`src/rtl/ma_stage_if.sv`:
```
// Payload types and the execute/writeback/data-memory bus seen by the memory-access stage.
// The stage side takes the master modport; the surrounding pipeline and memory take the slave modport.
package ma_stage_pkg;

    typedef struct packed {
        logic isLd;
        logic isSt;
        logic isCall;
        logic isWb;
    } ctrl_t;

    typedef struct packed {
        logic [31:0] pc;
        logic [31:0] instr;
        logic [31:0] alu_result;
        logic [31:0] op2;
        ctrl_t       ctrl;
    } Ex_Ma_t;

    typedef struct packed {
        logic [31:0] pc;
        logic [31:0] instr;
        logic [31:0] alu_result;
        logic [31:0] ld_load;
        ctrl_t       ctrl;
    } Ma_Wb_t;

endpackage

interface ma_stage_if;
    import ma_stage_pkg::*;

    Ex_Ma_t      Ex_Payld;
    logic        Ex_Valid;
    logic        Ma_Ready;
    Ma_Wb_t      Ma_Payld;
    logic        Ma_Valid;
    logic        ma_err;
    logic        dmem_req;
    logic        dmem_we;
    logic [31:0] dmem_addr;
    logic [31:0] dmem_wdata;
    logic        dmem_gnt;
    logic        dmem_rvalid;
    logic [31:0] dmem_rdata;

    modport master (
        input  Ex_Payld, Ex_Valid, dmem_gnt, dmem_rvalid, dmem_rdata,
        output Ma_Ready, Ma_Payld, Ma_Valid, ma_err,
               dmem_req, dmem_we, dmem_addr, dmem_wdata
    );

    modport slave (
        output Ex_Payld, Ex_Valid, dmem_gnt, dmem_rvalid, dmem_rdata,
        input  Ma_Ready, Ma_Payld, Ma_Valid, ma_err,
               dmem_req, dmem_we, dmem_addr, dmem_wdata
    );

endinterface

```
`src/rtl/ma_stage.sv`:
```
// Memory-access pipeline stage: performs one load/store at a time on the request/grant/response
// data-memory port and hands a registered payload to writeback.
module ma_stage
    import ma_stage_pkg::*;
#(
    parameter int RSP_TIMEOUT = 16
) (
    input  logic         clk,
    input  logic         rst,
    input  logic         Start,
    ma_stage_if.master   bus
);

    typedef enum logic [1:0] {IDLE, REQ, WAIT_RSP} state_t;

    state_t      state;
    state_t      state_nxt;
    Ex_Ma_t      hold;
    logic [7:0]  cnt;
    logic        stale_rsp;

    logic        accept;
    logic        ex_mem;
    logic        ex_misaligned;
    logic        rsp_ok;
    logic        timeout;

    // A load wins when both memory bits are set, so the store bit is dropped before anything sees it.
    function automatic Ex_Ma_t normalize(input Ex_Ma_t e);
        Ex_Ma_t r;
        r = e;
        if (e.ctrl.isLd) r.ctrl.isSt = 1'b0;
        return r;
    endfunction

    function automatic Ma_Wb_t to_wb(input Ex_Ma_t e, input logic [31:0] ld, input logic err);
        Ma_Wb_t r;
        r.pc          = e.pc;
        r.instr       = e.instr;
        r.alu_result  = e.alu_result;
        r.ld_load     = ld;
        r.ctrl        = e.ctrl;
        r.ctrl.isWb   = e.ctrl.isWb && !err;
        return r;
    endfunction

    assign accept        = bus.Ex_Valid && bus.Ma_Ready;
    assign ex_mem        = bus.Ex_Payld.ctrl.isLd || bus.Ex_Payld.ctrl.isSt;
    assign ex_misaligned = (bus.Ex_Payld.alu_result[1:0] != 2'b00);
    assign rsp_ok        = (state == WAIT_RSP) && bus.dmem_rvalid && !stale_rsp;
    assign timeout       = (state == WAIT_RSP) && !rsp_ok && (cnt == 8'(RSP_TIMEOUT - 1));

    always_ff @(posedge clk or posedge rst) begin
        if (rst) state <= IDLE;
        else     state <= state_nxt;
    end

    always_comb begin
        state_nxt = state;
        case (state)
            IDLE:     if (accept && ex_mem && !ex_misaligned) state_nxt = REQ;
            REQ:      if (bus.dmem_gnt) state_nxt = hold.ctrl.isLd ? WAIT_RSP : IDLE;
            WAIT_RSP: if (rsp_ok || timeout) state_nxt = IDLE;
            default:  state_nxt = IDLE;
        endcase
    end

    // Memory-side outputs come only from registered state so the memory sees stable values until grant.
    always_comb begin
        bus.Ma_Ready   = Start && !rst && (state == IDLE);
        bus.dmem_req   = (state == REQ);
        bus.dmem_we    = (state == REQ) && hold.ctrl.isSt && !hold.ctrl.isLd;
        bus.dmem_addr  = (state == REQ) ? hold.alu_result : 32'h0;
        bus.dmem_wdata = bus.dmem_we ? hold.op2 : 32'h0;
    end

    always_ff @(posedge clk or posedge rst) begin
        if (rst) begin
            hold         <= '0;
            cnt          <= 8'd0;
            stale_rsp    <= 1'b0;
            bus.Ma_Payld <= '0;
            bus.Ma_Valid <= 1'b0;
            bus.ma_err   <= 1'b0;
        end else begin
            bus.Ma_Valid <= 1'b0;
            bus.ma_err   <= 1'b0;
            // A response for an abandoned load may still arrive; swallow exactly one.
            if (bus.dmem_rvalid && stale_rsp) stale_rsp <= 1'b0;
            case (state)
                IDLE: begin
                    if (accept) begin
                        if (!ex_mem) begin
                            bus.Ma_Payld <= to_wb(bus.Ex_Payld, 32'h0, 1'b0);
                            bus.Ma_Valid <= 1'b1;
                        end else if (ex_misaligned) begin
                            bus.Ma_Payld <= to_wb(normalize(bus.Ex_Payld), 32'h0, 1'b1);
                            bus.Ma_Valid <= 1'b1;
                            bus.ma_err   <= 1'b1;
                        end else begin
                            hold <= normalize(bus.Ex_Payld);
                        end
                    end
                end
                REQ: begin
                    if (bus.dmem_gnt) begin
                        if (hold.ctrl.isLd) begin
                            cnt <= 8'd0;
                        end else begin
                            bus.Ma_Payld <= to_wb(hold, 32'h0, 1'b0);
                            bus.Ma_Valid <= 1'b1;
                        end
                    end
                end
                WAIT_RSP: begin
                    if (rsp_ok) begin
                        bus.Ma_Payld <= to_wb(hold, bus.dmem_rdata, 1'b0);
                        bus.Ma_Valid <= 1'b1;
                    end else if (timeout) begin
                        bus.Ma_Payld <= to_wb(hold, 32'h0, 1'b1);
                        bus.Ma_Valid <= 1'b1;
                        bus.ma_err   <= 1'b1;
                        stale_rsp    <= 1'b1;
                    end else begin
                        cnt <= cnt + 8'd1;
                    end
                end
                default: ;
            endcase
        end
    end

endmodule
```
`src/flat_wrapper.sv`:
```
// flat-port wrapper written by rule: the top's interface ports become plain ports
module ma_stage_flat import ma_stage_pkg::*;
#(
    parameter int RSP_TIMEOUT = 16
)
  (clk, rst, Start, bus_Ex_Payld, bus_Ex_Valid, bus_dmem_gnt, bus_dmem_rvalid, bus_dmem_rdata, bus_Ma_Ready, bus_Ma_Payld, bus_Ma_Valid, bus_ma_err, bus_dmem_req, bus_dmem_we, bus_dmem_addr, bus_dmem_wdata);
  ma_stage_if bus_i ();
  input  logic clk;
  input  logic rst;
  input  logic Start;
  input wire logic [$bits(bus_i.Ex_Payld)-1:0] bus_Ex_Payld;
  input wire logic [$bits(bus_i.Ex_Valid)-1:0] bus_Ex_Valid;
  input wire logic [$bits(bus_i.dmem_gnt)-1:0] bus_dmem_gnt;
  input wire logic [$bits(bus_i.dmem_rvalid)-1:0] bus_dmem_rvalid;
  input wire logic [$bits(bus_i.dmem_rdata)-1:0] bus_dmem_rdata;
  output wire logic [$bits(bus_i.Ma_Ready)-1:0] bus_Ma_Ready;
  output wire logic [$bits(bus_i.Ma_Payld)-1:0] bus_Ma_Payld;
  output wire logic [$bits(bus_i.Ma_Valid)-1:0] bus_Ma_Valid;
  output wire logic [$bits(bus_i.ma_err)-1:0] bus_ma_err;
  output wire logic [$bits(bus_i.dmem_req)-1:0] bus_dmem_req;
  output wire logic [$bits(bus_i.dmem_we)-1:0] bus_dmem_we;
  output wire logic [$bits(bus_i.dmem_addr)-1:0] bus_dmem_addr;
  output wire logic [$bits(bus_i.dmem_wdata)-1:0] bus_dmem_wdata;
  assign bus_i.Ex_Payld = bus_Ex_Payld;
  assign bus_i.Ex_Valid = bus_Ex_Valid;
  assign bus_i.dmem_gnt = bus_dmem_gnt;
  assign bus_i.dmem_rvalid = bus_dmem_rvalid;
  assign bus_i.dmem_rdata = bus_dmem_rdata;
  assign bus_Ma_Ready = bus_i.Ma_Ready;
  assign bus_Ma_Payld = bus_i.Ma_Payld;
  assign bus_Ma_Valid = bus_i.Ma_Valid;
  assign bus_ma_err = bus_i.ma_err;
  assign bus_dmem_req = bus_i.dmem_req;
  assign bus_dmem_we = bus_i.dmem_we;
  assign bus_dmem_addr = bus_i.dmem_addr;
  assign bus_dmem_wdata = bus_i.dmem_wdata;
  ma_stage #(.RSP_TIMEOUT(RSP_TIMEOUT)) u_core (.clk(clk), .rst(rst), .Start(Start), .bus(bus_i));
endmodule
```
`config.mk`:
```
export PLATFORM = sky130hd
export DESIGN_NAME = ma_stage_flat
export DESIGN_NICKNAME = d
export VERILOG_FILES = /design/src/rtl/ma_stage_if.sv /design/src/rtl/ma_stage.sv /design/src/flat_wrapper.sv
export SDC_FILE = /design/constraint.sdc
export NUM_CORES = 1
export LEC_CHECK = 0
export CORE_AREA = 5 5 175 177
export CTS_CLUSTER_DIAMETER = 120
export DETAILED_ROUTE_END_ITERATION = 7
export DIE_AREA = 0 0 180 182
export PLACE_DENSITY_LB_ADDON = 0.05
export SKIP_CTS_REPAIR_TIMING = 1
export SYNTH_ARGS = -nofsm -noshare
export SYNTH_HDL_FRONTEND = slang
export SYNTH_SLANG_ARGS = --single-unit
```
`constraint.sdc`:
```
create_clock -name clk -period 10.8 [get_ports clk]
set_input_delay 2.16 -clock clk [delete_from_list [all_inputs] [get_ports clk]]
set_output_delay 2.16 -clock clk [all_outputs]
set_load 0.01 [all_outputs]
```
---- Word-level counts from Yosys, hierarchy flattened ----
Index checks and enable logic that the tools add are counted.
word-level totals
  bits in registers ....................... 277
  bits in latches ......................... 0
  memory bits (writable) .................. 0
  bits in read-only memories .............. 0
  bits of input ports ..................... 170
  output and inout port bits .............. 201
  logic and storage cells ................. 100
  memories kept ........................... 0
operators by class
  add/sub/neg operators ................... 1
  multiply operators ...................... 0
  divide/modulo/power cells ............... 0
  order comparisons ....................... 0
  eq/ne operators ......................... 13
  shift-type cells ........................ 0
  muxes and demuxes ....................... 37
  bitwise gates (word level) .............. 1
  reductions and logical operators ........ 27
operators by type and width
  operator             number
  $mux 132             7
  $pmux 132 s3         1
  $mux 32              2
  $mux 8               4
  $pmux 8 s2           1
  $mux 1               15
  $logic_and 1x1->1    12
  $ne 2x2->1 const B   5
  $add 8x1->8 const B  1
  $eq 8x4->1 const B   1
  $mux 2               4
  $ne 2x1->1 const B   3
  $pmux 2 s3           1
  $reduce_and 6->1     1
  $logic_not 1->1      5
  $reduce_and 5->1     1
  $reduce_and 4->1     1
  $reduce_bool 2->1    2
  $ne 3x1->1 const B   1
  $ne 3x3->1 const B   1
  $pmux 1 s3           1
  $reduce_and 3->1     1
  $reduce_bool 3->1    1
  $eq 2x1->1 const B   1
  5 further kinds      6

---- Depth between registers and ports, before layout ----
Gate-level depths: netlist of the first run.
  depth in word-level cells ............... 9
  mapped depth ............................ 9
  depth with buffers taken out ............ 6

---- Least setup slack after synthesis of the first run ----
OpenSTA, ideal clock, no wires.
  path type ............................... input port to output port
  from .................................... input rst
  to ...................................... output bus_Ma_Ready
  data arrival time ....................... 8.658 ns
  setup slack ............................. -0.018 ns
  stages on the path ...................... 2
  buffers on the path ..................... 0
  cell sequence ........................... inv_1 > and3_1
between the ends
  longest elaborated chain between the ends .. 3
ends and longest elaborated chain
  what                              RTL line            source
  start: declaration                flat_wrapper.sv:9   input logic rst;
  $logic_not 1->1 (no source line)  n/a
  $logic_and 1x1->1 (2 in a row)    ma_stage.sv:70      bus.Ma_Ready = Start && !rst && (state == IDLE);
  end: declaration                  flat_wrapper.sv:16  output wire logic [$bits(bus_i.Ma_Ready)-1:0] bus_Ma_Ready;
No other way between the ends.

---- Worst setup path after layout of the first run ----
Ends and elaborated chain as after synthesis.

==> results of run 1 <==
[per-stage QoR]
step / setup WS (ns) / instance area [um2]
5_1_grt: 3.89 / 17300
6_report: 4.18 / 17300
3_3_place_gp: 4.10 / 16200
2_1_floorplan: 1.61 / 12300
4_1_cts: 4.09 / 17200
3_5_place_dp: 4.11 / 16200
[state kept, by name, indices dropped and copies added, names as in the netlist]
register / flops
u_core.bus.Ma_Valid: 1
u_core.state: 2
u_core.cnt: 8
u_core.bus.Ma_Payld: 132
u_core.stale_rsp: 1
u_core.hold: 132
u_core.bus.ma_err: 1
[cells in the final DEF, fill, tap and decap left out, types with 2 or more instances in the layout]
cell type,netlist,final
a211o_1,2,2
a21oi_1,6,6
a22o_1,98,98
a31o_2,2,2
a31oi_1,2,2
and2_1,67,67
and3_1,33,33
buf_4,0,10
bufinv_16,0,2
clkbuf_1,51,8
clkbuf_16,0,31
clkbuf_8,0,9
clkdlybuf4s50_1,0,370
clkinv_2,0,7
dfrtp_1,277,277
diode_2,0,3
ha_1,5,5
inv_1,10,9
mux2_1,62,62
mux2_2,199,199
nand2_1,9,9
nand2b_1,2,2
nand3_1,8,8
nand4_1,2,2
nor2_1,8,7
nor2b_1,2,2
nor3_1,2,2
o211ai_1,5,5
o21ai_0,8,8
or2_2,3,3
or4_1,2,2
[layout make-up]
cell class / instances / area, um2 / share of cell area, %
Clock buffer: 48 / 930 / 5.39
Timing Repair Buffer: 380 / 3780 / 21.9
Inverter: 11 / 46.3 / 0.268
Sequential cell: 277 / 6930 / 40.2
Clock inverter: 9 / 98.8 / 0.573
Tap cell: 390 / 488 / 2.83
Antenna cell: 3 / 7.51 / 0.0435
Multi-Input combinational cell: 541 / 4970 / 28.8
[worst reg2reg max path, cell delays in order (launching register included)]
cell,delay [ns]
dfrtp_1,0.40
inv_1,0.10
ha_1,1.00
clkinv_2,0.81
nor2_4,1.02
buf_4,0.77
a22o_1,0.32
mux2_2,0.14
[final timing paths]
check / end / slack (ns) / cells after the start
hold / removal: u_core.bus.Ma_Payld[111] / 0.48 / 1
hold reg to reg: u_core.bus.Ma_Payld[111] / 0.48 / 1
max in group asynchronous: u_core.hold[118] / 6.34 / 4
min in group asynchronous: u_core.hold[2] / 2.21 / 2
setup / recovery: bus_Ma_Ready / 4.18 / 4
setup reg to reg: u_core.bus.Ma_Payld[118] / 6.18 / 7
[logic make-up (layout without fill, tap and decap cells)]
kind of cell             Yosys count  in the layout
buffers and inverters             77            448
AND/OR/NAND/NOR                  145            145
AO/OA/AOI/OAI                    129            129
other                              0              3
flip-flops                       277            277
adder cells (fa/ha/maj)            5              5
multiplexers                     262            262
[report_power, final]
group	internal [uW]	switching, uW
sequential	1420	188
clock	635	414
combinational	912	718
total	2970	1320
[routing by layer]
| layer | share of wire (%) | up-vias | wire length, um | track usage [%] |
|---|---|---|---|---|
| met5 | 0.064 | - | 21 | 0 |
| met4 | 2.6 | 4 | 858 | 5.70 |
| met3 | 7.7 | 55 | 2520 | 6.49 |
| met2 | 49 | 223 | 16000 | 32.2 |
| met1 | 41 | 4289 | 13400 | 24.5 |
| li1 | - | 3958 | - | - |
==> impl_results.md, run 1 <==
* Syn_area_per_cell at between 10 and 15 um2
* CTS tree: built
* Mapped Area at 12300 um2
* First-pass GRT wire length at 51700 um
* Max-capacitance violation count at 0
* Top post-synthesis cells by area: dfrtp_1, mux2_2, a22o_1
* Largest net degree at the start of global routing at 74
* Routed wire length at about 33000 um
* Mux contribution to synthesized area at between 20 and 25%
* Non-Filler Instances at 1659
* Vias in the first global route at just under 9000
* Area added between synthesis and finish at 40.8%
* Cell row count at 63
* DR iter-0 viols at about 400
* Post-synth top area cell: dfrtp_1
* Register area share after synthesis at a little under three fifths
* Yosys warns at 0
* Critical path's top delay family: buffers and inverters
* Starting density of the core at 42.1%
* Die width at 180 um
* Main combinational cell family by area after synthesis: multiplexers
* Hold crit path type: reg -> reg
* Lkg Pwr at 0.00761 uW
* Synthesized flop and latch total at between 200 and 300
* Cell Chain, Critical Path: clkdlybuf4s50_1 > clkinvlp_4 > and3_1 > clkdlybuf4s50_1
* Num CTS Buffers at 31
* Total global routing overflow at 0
* Layout net count at around 1400
* Reg-to-reg startpoint: u_core.state[0]
* Fin crit share at approximately three fifths
* Die area at 32800 um2
* TritonRoute pass-1 iters at 4
* Final worst path period need at approximately 6.6 ns
* CP required at just under 9 ns
* RSZ-0062 raised after global routing: no
* EDFF count, synth at 0
* Finish-stage setup viols at 0
* CP peak stage delay at between 0.7 and 0.8 ns
* Initial antenna violation count at 5
* Routed Antenna Nets at 0
* CP max stage cell: clkinvlp_4
* Adder-cell share of the synthesized area at less than 1%
* Clk sinks at around 280
* Synth Area in Compound Gates at between 8 and 9%
* Hold Crit Start: u_core.bus.Ma_Payld[111]
* CP startpoint kind: primary input
* CP Class: in -> out
* Hold Vio Cnt, Final at 0
* WP buf/inv at 3
* Pwr/cell area at about 250 nW/um2
* Peak supply drop at approximately 0.17 mV
* Setup tns final at 0 ns
* Slew at the pin closest to its max-slew limit at approximately 1.2 ns
* Top-count cell post-synth: dfrtp_1
* Crit end category: output pin
* Placer Congestion at ~0.76
* Count of final max-slew check failures at 0
* Ys async rst share at 100%
* Share of post-route cells with drive strength above 1 at a little over a fifth
* Total track usage at approximately 20%
* Worst-path clk slew at 0.06 ns
* Port Buffers at 370
* Via Count at about 8500
* Htree depth at 1
* Core Footprint at just under 30000 um2
* Filler instances at 2387
* Hpwl dp at 21700 um
* Most used cell, CP: clkdlybuf4s50_1
* Routed length per instance at ~20 um
* Top post-synthesis cells by count: dfrtp_1, mux2_2, a22o_1
* Clk_skew at 0.00780 ns
* Io pins at around 370
* Pwr Total at ~4300 uW
* Max FO, Critical Path at 45
* Vias/cell at 5.14
* Simple logic cell fraction of the synthesized area at roughly 7%
* Post-synthesis xor/xnor area fraction at 0%
* Die Height at ~180 um
* Status: completed
* Post-synthesis cell count at slightly below 900
* Final core utilization at 59.3%
* Clock root buffer: clkbuf_16
* CTS max path bufs at 3
* Worst Path Arrival at ~4.5 ns
* Syn nets at around 1100
* Maximum clock frequency at roughly 150 MHz
* Detailed-route DRC error count at 0
* Post-synth top area share at a little under three fifths
* Synth Flop Type: dfrtp_1
* Rel. slew slack at 21.2%
* Skew-Pair Late Insertion Delay at approximately 0.55 ns
* WHS at 0.480 ns
* Worst Setup SP: rst
* Placed Cells at roughly 1600
* Yosys cell types at 40
Power figures use the tool's default switching activity.
==> inputs of run 2 (changes only) <==
--- a/config.mk
+++ b/config.mk
@@ -5,10 +5,10 @@
 export SDC_FILE = /design/constraint.sdc
 export NUM_CORES = 1
 export LEC_CHECK = 0
-export CORE_AREA = 5 5 175 177
+export CORE_AREA = 5 5 168 170
 export CTS_CLUSTER_DIAMETER = 120
 export DETAILED_ROUTE_END_ITERATION = 7
-export DIE_AREA = 0 0 180 182
+export DIE_AREA = 0 0 173 175
 export PLACE_DENSITY_LB_ADDON = 0.05
 export SKIP_CTS_REPAIR_TIMING = 1
 export SYNTH_ARGS = -nofsm -noshare
==> constraint.sdc (replaced) <==
create_clock -name clk -period 6.7 [get_ports clk]
set_input_delay 1.34 -clock clk [delete_from_list [all_inputs] [get_ports clk]]
set_output_delay 1.34 -clock clk [all_outputs]
set_load 0.01 [all_outputs]
==> impl_results.md, run 2 (same netlist as run 1, synthesis figures left out) <==
* Status: completed
* Worst-path clk slew at 0.06 ns
* Fin crit share at a little under two thirds
* CP required at between 5 and 6 ns
* Hold EP: u_core.bus.Ma_Payld[95]
* Multi-input gate area at between 4000 and 5000 um2
* Placed cell areas at between 15000 and 20000 um2
* FF-to-FF setup slack at between 2 and 3 ns
* Hold crit path type: reg -> reg
* Reg-to-reg startpoint: u_core.state[1]
* Htree depth at 1
* Initial antenna violation count at 2
* Regs by FF count: u_core.bus.Ma_Payld: 132 flops, u_core.hold: 132 flops, u_core.cnt: 8 flops
* WHS at 0.479 ns
* Total track usage at approximately a fifth
* Total global routing overflow at 0
* Cell Chain, Critical Path: inv_1 > ha_1 > and3_1 > and2_1 > clkdlybuf4s50_1
* Commonest non-fill, non-tap cell in the layout: clkdlybuf4s50_1
* Die area at 30300 um2
* Max FO, Critical Path at 33
* Peak supply drop at ~0.24 mV
* Finished Cell Area at between 15000 and 20000 um2
* Cell row count at 60
* Lkg Pwr at roughly 0.0076 uW
* Largest net degree at the start of global routing at approximately 150
* Core Footprint at 26600 um2
* Area added between synthesis and finish at 40.0%
* Port Buffers at 370
* Vias/cell at 5.34
* Worst Path Arrival at roughly 2.9 ns
* Worst reg-to-reg path cell count at 6
* Worst Hold Depth at 1
* Max-capacitance violation count at 0
* Hold Vio Cnt, Final at 0
* Register Area at about 6900 um2
* DR iter-0 viols at approximately 470
* Die Height at 175 um
* TritonRoute pass-1 iters at 4
* Clock root buffer: clkbuf_16
* First-pass GRT wire length at a little over 50000 um
* Via Count at ~8600
* Hold Crit Start: u_core.bus.Ma_Payld[95]
* Clk sinks at between 200 and 300
* Crit end category: output pin
* CP startpoint kind: flip-flop
* Count of final max-slew check failures at 0
* Placer Congestion at ~0.76
* Detailed-route DRC error count at 0
* CP max stage cell: and3_1
* Io pins at 371
* Num CTS Buffers at 31
* Rel. slew slack at 18.3%
* Starting density of the core at roughly 46%
* Pwr/cell area at between 300 and 400 nW/um2
* Share of post-route cells with drive strength above 1 at a little over a fifth
* Routed length per instance at just over 20 um
* Layout net count at about 1400
* CP peak stage delay at around 0.84 ns
* Routed wire length at 32400 um
* CP Class: reg -> out
* Final worst path period need at 4.25 ns
* Maximum clock frequency at between 200 and 250 MHz
* CTS max path bufs at 3
* Most frequent cells in the layout: clkdlybuf4s50_1, dfrtp_1, mux2_2, a22o_1, and2_1
* CTS tree: built
* Hpwl dp at 21300 um
* Die width at roughly 170 um
* Finish-stage setup viols at 0
* Vias in the first global route at around 9000
* RSZ-0062 raised after global routing: no
* Capturing point of the worst reg2reg path: u_core.bus.Ma_Payld[104]
* Skew-Pair Late Insertion Delay at between 0.5 and 0.6 ns
* Clk_skew at approximately 0.014 ns
* Slew at the pin closest to its max-slew limit at ~1.2 ns
* Routed Antenna Nets at 0
* Filler instances at 2092
-- run 2: changes by cell type in the layout (fill, tap and decap cells not counted) --
| cell | change |
|---|---|
| bufinv_16 | -2 |
| clkbuf_8 | -1 |
| buf_4 | -1 |
| clkinv_2 | -1 |
| clkbuf_1 | +2 |
| diode_2 | -2 |
| buf_12 | +2 |
| clkinvlp_4 | +1 |
-- run 2: how the worst max path moves through the flow --
stage                    startpoint                  endpoint  slack, ns  depth (start not counted)
global route        u_core.state[1]        bus_dmem_wdata[16]       2.26                          5
finish              u_core.state[1]         bus_dmem_wdata[2]       2.45                          5
global placement                rst  u_core.bus.Ma_Payld[122]       2.52                          7
floorplan                       rst              bus_Ma_Ready      -0.85                          2
CTS                 u_core.state[1]        bus_dmem_wdata[19]       2.40                          5
detailed placement              rst  u_core.bus.Ma_Payld[110]       2.50                          7
-- run 2: worst max-delay path: cells and delay by family (launching register included) --
family | cells | cell delay, ns
buf+inv | 2 | 0.67
simple gates | 2 | 1.08
flops | 1 | 0.41
fa+ha+maj | 1 | 0.17
-- run 2: cell type report --
class                   count  share of cell area [%]
clock inverters             7                   0.241
clock buffers              49                    5.38
multi-input cells         541                    29.0
well taps                 341                    2.49
flip-flops and latches    277                    40.4
inverters                  11                   0.270
diodes                      1                  0.0146
repair buffers            381                    22.2
-- run 2: per-stage QoR --
step / cells / power (uW) / TNS, ns / util (%) / setup WS, ns
after floorplan: 895 / 4070 / -0.847 / - / -0.847
after global placement: 1551 / 5250 / 0 / 60.9 / 2.52
after detailed placement: 1551 / 5300 / 0 / 60.9 / 2.50
after CTS: 1607 / 6930 / 0 / 64.6 / 2.40
after global routing: 1608 / 7250 / 0 / 64.6 / 2.26
final: 1608 / 6840 / 0 / 64.6 / 2.45
-- run 2: layer usage --
layer / GRT usage (%) / vias up / routed length [um]
li1: - / 3939 / -
met2: 34.6 / 265 / 15800
met4: 5.35 / 2 / 800
met3: 6.73 / 51 / 2580
met5: 0 / - / 11
met1: 26.4 / 4324 / 13200
-- run 2: power by group --
| group | internal (uW) | switching [uW] |
|---|---|---|
| combinational | 1470 | 1150 |
| sequential | 2290 | 321 |
| clock | 937 | 665 |
==> inputs of run 3 (changes only) <==
--- a/config.mk
+++ b/config.mk
@@ -5,10 +5,10 @@
 export SDC_FILE = /design/constraint.sdc
 export NUM_CORES = 1
 export LEC_CHECK = 0
-export CORE_AREA = 5 5 168 170
+export CORE_AREA = 5 5 175 177
 export CTS_CLUSTER_DIAMETER = 120
 export DETAILED_ROUTE_END_ITERATION = 7
-export DIE_AREA = 0 0 173 175
+export DIE_AREA = 0 0 180 182
 export PLACE_DENSITY_LB_ADDON = 0.05
 export SKIP_CTS_REPAIR_TIMING = 1
 export SYNTH_ARGS = -nofsm -noshare
==> constraint.sdc (replaced) <==
create_clock -name clk -period 3.9 [get_ports clk]
set_input_delay 0.78 -clock clk [delete_from_list [all_inputs] [get_ports clk]]
set_output_delay 0.78 -clock clk [all_outputs]
set_load 0.01 [all_outputs]
==> impl_results.md, run 3 (same netlist as run 1, synthesis figures left out) <==
* Maximum clock frequency at between 300 and 400 MHz
* Layout net count at approximately 1400
* Status: completed
* Final core utilization at around three fifths
* Die Height at about 180 um
* Total global routing overflow at 0
* PnR worst setup slack at between 0.7 and 0.8 ns
* Most frequent cells in the layout: clkdlybuf4s50_1, dfrtp_1, mux2_2, a22o_1, and2_1
* Place WS at between 0.8 and 0.9 ns
* Initial antenna violation count at 1
* Multi-input gate area at roughly 5000 um2
* Max-capacitance violation count at 0
* Slew at the pin closest to its max-slew limit at 0.860 ns
* CP max stage cell: clkdlybuf4s50_1
* Detailed-route DRC error count at 0
* CP Class: reg -> out
* Internal Pwr Total at between 8000 and 9000 uW
* Io pins at 371
* CP required at 3.12 ns
* Reg-to-reg startpoint: u_core.state[1]
* Skew-Pair Late Insertion Delay at around 0.51 ns
* DR iter-0 viols at approximately 440
* RSZ-0062 raised after global routing: no
* CTS tree: built
* Vias in the first global route at 9015
* Count of final max-slew check failures at 0
* Vias/cell at roughly 5.2
* Largest net degree at the start of global routing at ~150
* Hpwl dp at roughly 22000 um
* Final worst path period need at approximately 3.2 ns
* Finished Cell Area at approximately 17000 um2
* Finish-stage setup viols at 0
* Net load switching power at between 3000 and 4000 uW
* Cell Chain, Critical Path: inv_1 > ha_1 > buf_4 > and2_1 > clkdlybuf4s50_1
* Register Area at 6930 um2
* Commonest non-fill, non-tap cell in the layout: clkdlybuf4s50_1
* Hold Vio Cnt, Final at 0
* Clock network fraction of total power at approximately 26%
* Routed length per instance at roughly 20 um
* Die width at roughly 180 um
* Gate power share at between 30 and 40%
* Worst Setup SP: u_core.state[1]
* Via Count at 8629
* Flop pwr share at between 30% and 40%
* Cell row count at 63
* Die area at ~33000 um2
* Pwr/cell area at 697 nW/um2
* Htree depth at 2
* Total track usage at between 10% and 20%
* Clk sinks at approximately 280
* CP startpoint kind: flip-flop
* Worst Path Arrival at between 2 and 2.5 ns
* Clock root buffer: clkbuf_16
* Hold crit path type: reg -> reg
* Max FO, Critical Path at 41
* CP peak stage delay at roughly 0.6 ns
* Regs by FF count: u_core.bus.Ma_Payld: 132 flops, u_core.hold: 132 flops, u_core.cnt: 8 flops
* Placed Cells at between 1500 and 2000
* Non-Filler Instances at between 1500 and 2000
* First-pass GRT wire length at 52000 um
* Clk_skew at ~0.019 ns
* Hold Crit Start: u_core.bus.Ma_Payld[83]
* TritonRoute pass-1 iters at 4
* Core Footprint at between 20000 and 30000 um2
* Peak supply drop at approximately 0.48 mV
* Crit end category: output pin
* Pwr Total at 12200 uW
* Placed cell areas at between 15000 and 20000 um2
* Share of post-route cells with drive strength above 1 at around 22%
* Starting density of the core at 42.1%
* Worst-path clk slew at around 0.060 ns
* Switching Share at between 30% and 40%
* Filler instances at 2383
* Routed wire length at 32800 um
* Num CTS Buffers at 34
* Rel. slew slack at ~43%
* Placer Congestion at 0.763
* Routed Antenna Nets at 0
* Fin crit share at between 80% and 90%
* Port Buffers at 370
* CTS max path bufs at 3
* Lkg Pwr at ~0.0077 uW
* Area added between synthesis and finish at 42.6%
[run 3: worst paths after layout]
path                                      endpoint  slack [ns]  depth (start not counted)
max in group asynchronous            u_core.cnt[3]        1.71                          4
max                              bus_dmem_addr[25]        0.72                          5
max reg2reg                u_core.bus.Ma_Payld[12]        0.91                          8
min                        u_core.bus.Ma_Payld[83]        0.48                          1
min in group asynchronous        u_core.bus.ma_err        0.85                          3
min reg2reg                u_core.bus.Ma_Payld[83]        0.48                          1
[run 3: cell type report]
class	instances	share of cell area [%]
sequential	277	39.6
clock buffer	59	6.46
antenna	1	0.0143
inverter	11	0.265
clock inverter	3	0.0859
timing repair buffer	384	22.3
multi-input combinational	541	28.5
tap	390	2.79
[run 3: critical path: cells and delay by family (launching register included)]
family                     cells  cell delay (ns)
DFF                            1             0.41
adders and majority gates      1             0.17
and+or+nand+nor                1             0.19
buffers and inverters          3             1.11
[run 3: through the flow]
stage | setup TNS (ns) | hold slack (ns)
final | 0 | 0.482
after global routing | 0 | 0.499
after CTS | 0 | 0.486
after global placement | 0 | 0.467
after detailed placement | 0 | 0.475
after floorplan | -155.24 | 0.469
[run 3: per-layer routing]
layer | share of wire (%) | vias up | global-route usage [%]
li1 | - | 3962 | -
met1 | 41 | 4352 | 24.3
met2 | 48 | 247 | 31.7
met3 | 8.0 | 68 | 6.95
met4 | 3.4 | 0 | 6.92
met5 | 0 | - | 0
[run 3: power groups by stage]
stage               Sequential (uW)  Clock (uW)  Combinational [uW]
global route                   4620        3350                4940
floorplan                      4660           0                2340
detailed placement             4520           0                4640
global placement               4480           0                4580
finish                         4480        3140                4570
CTS                            4480        3230                4660
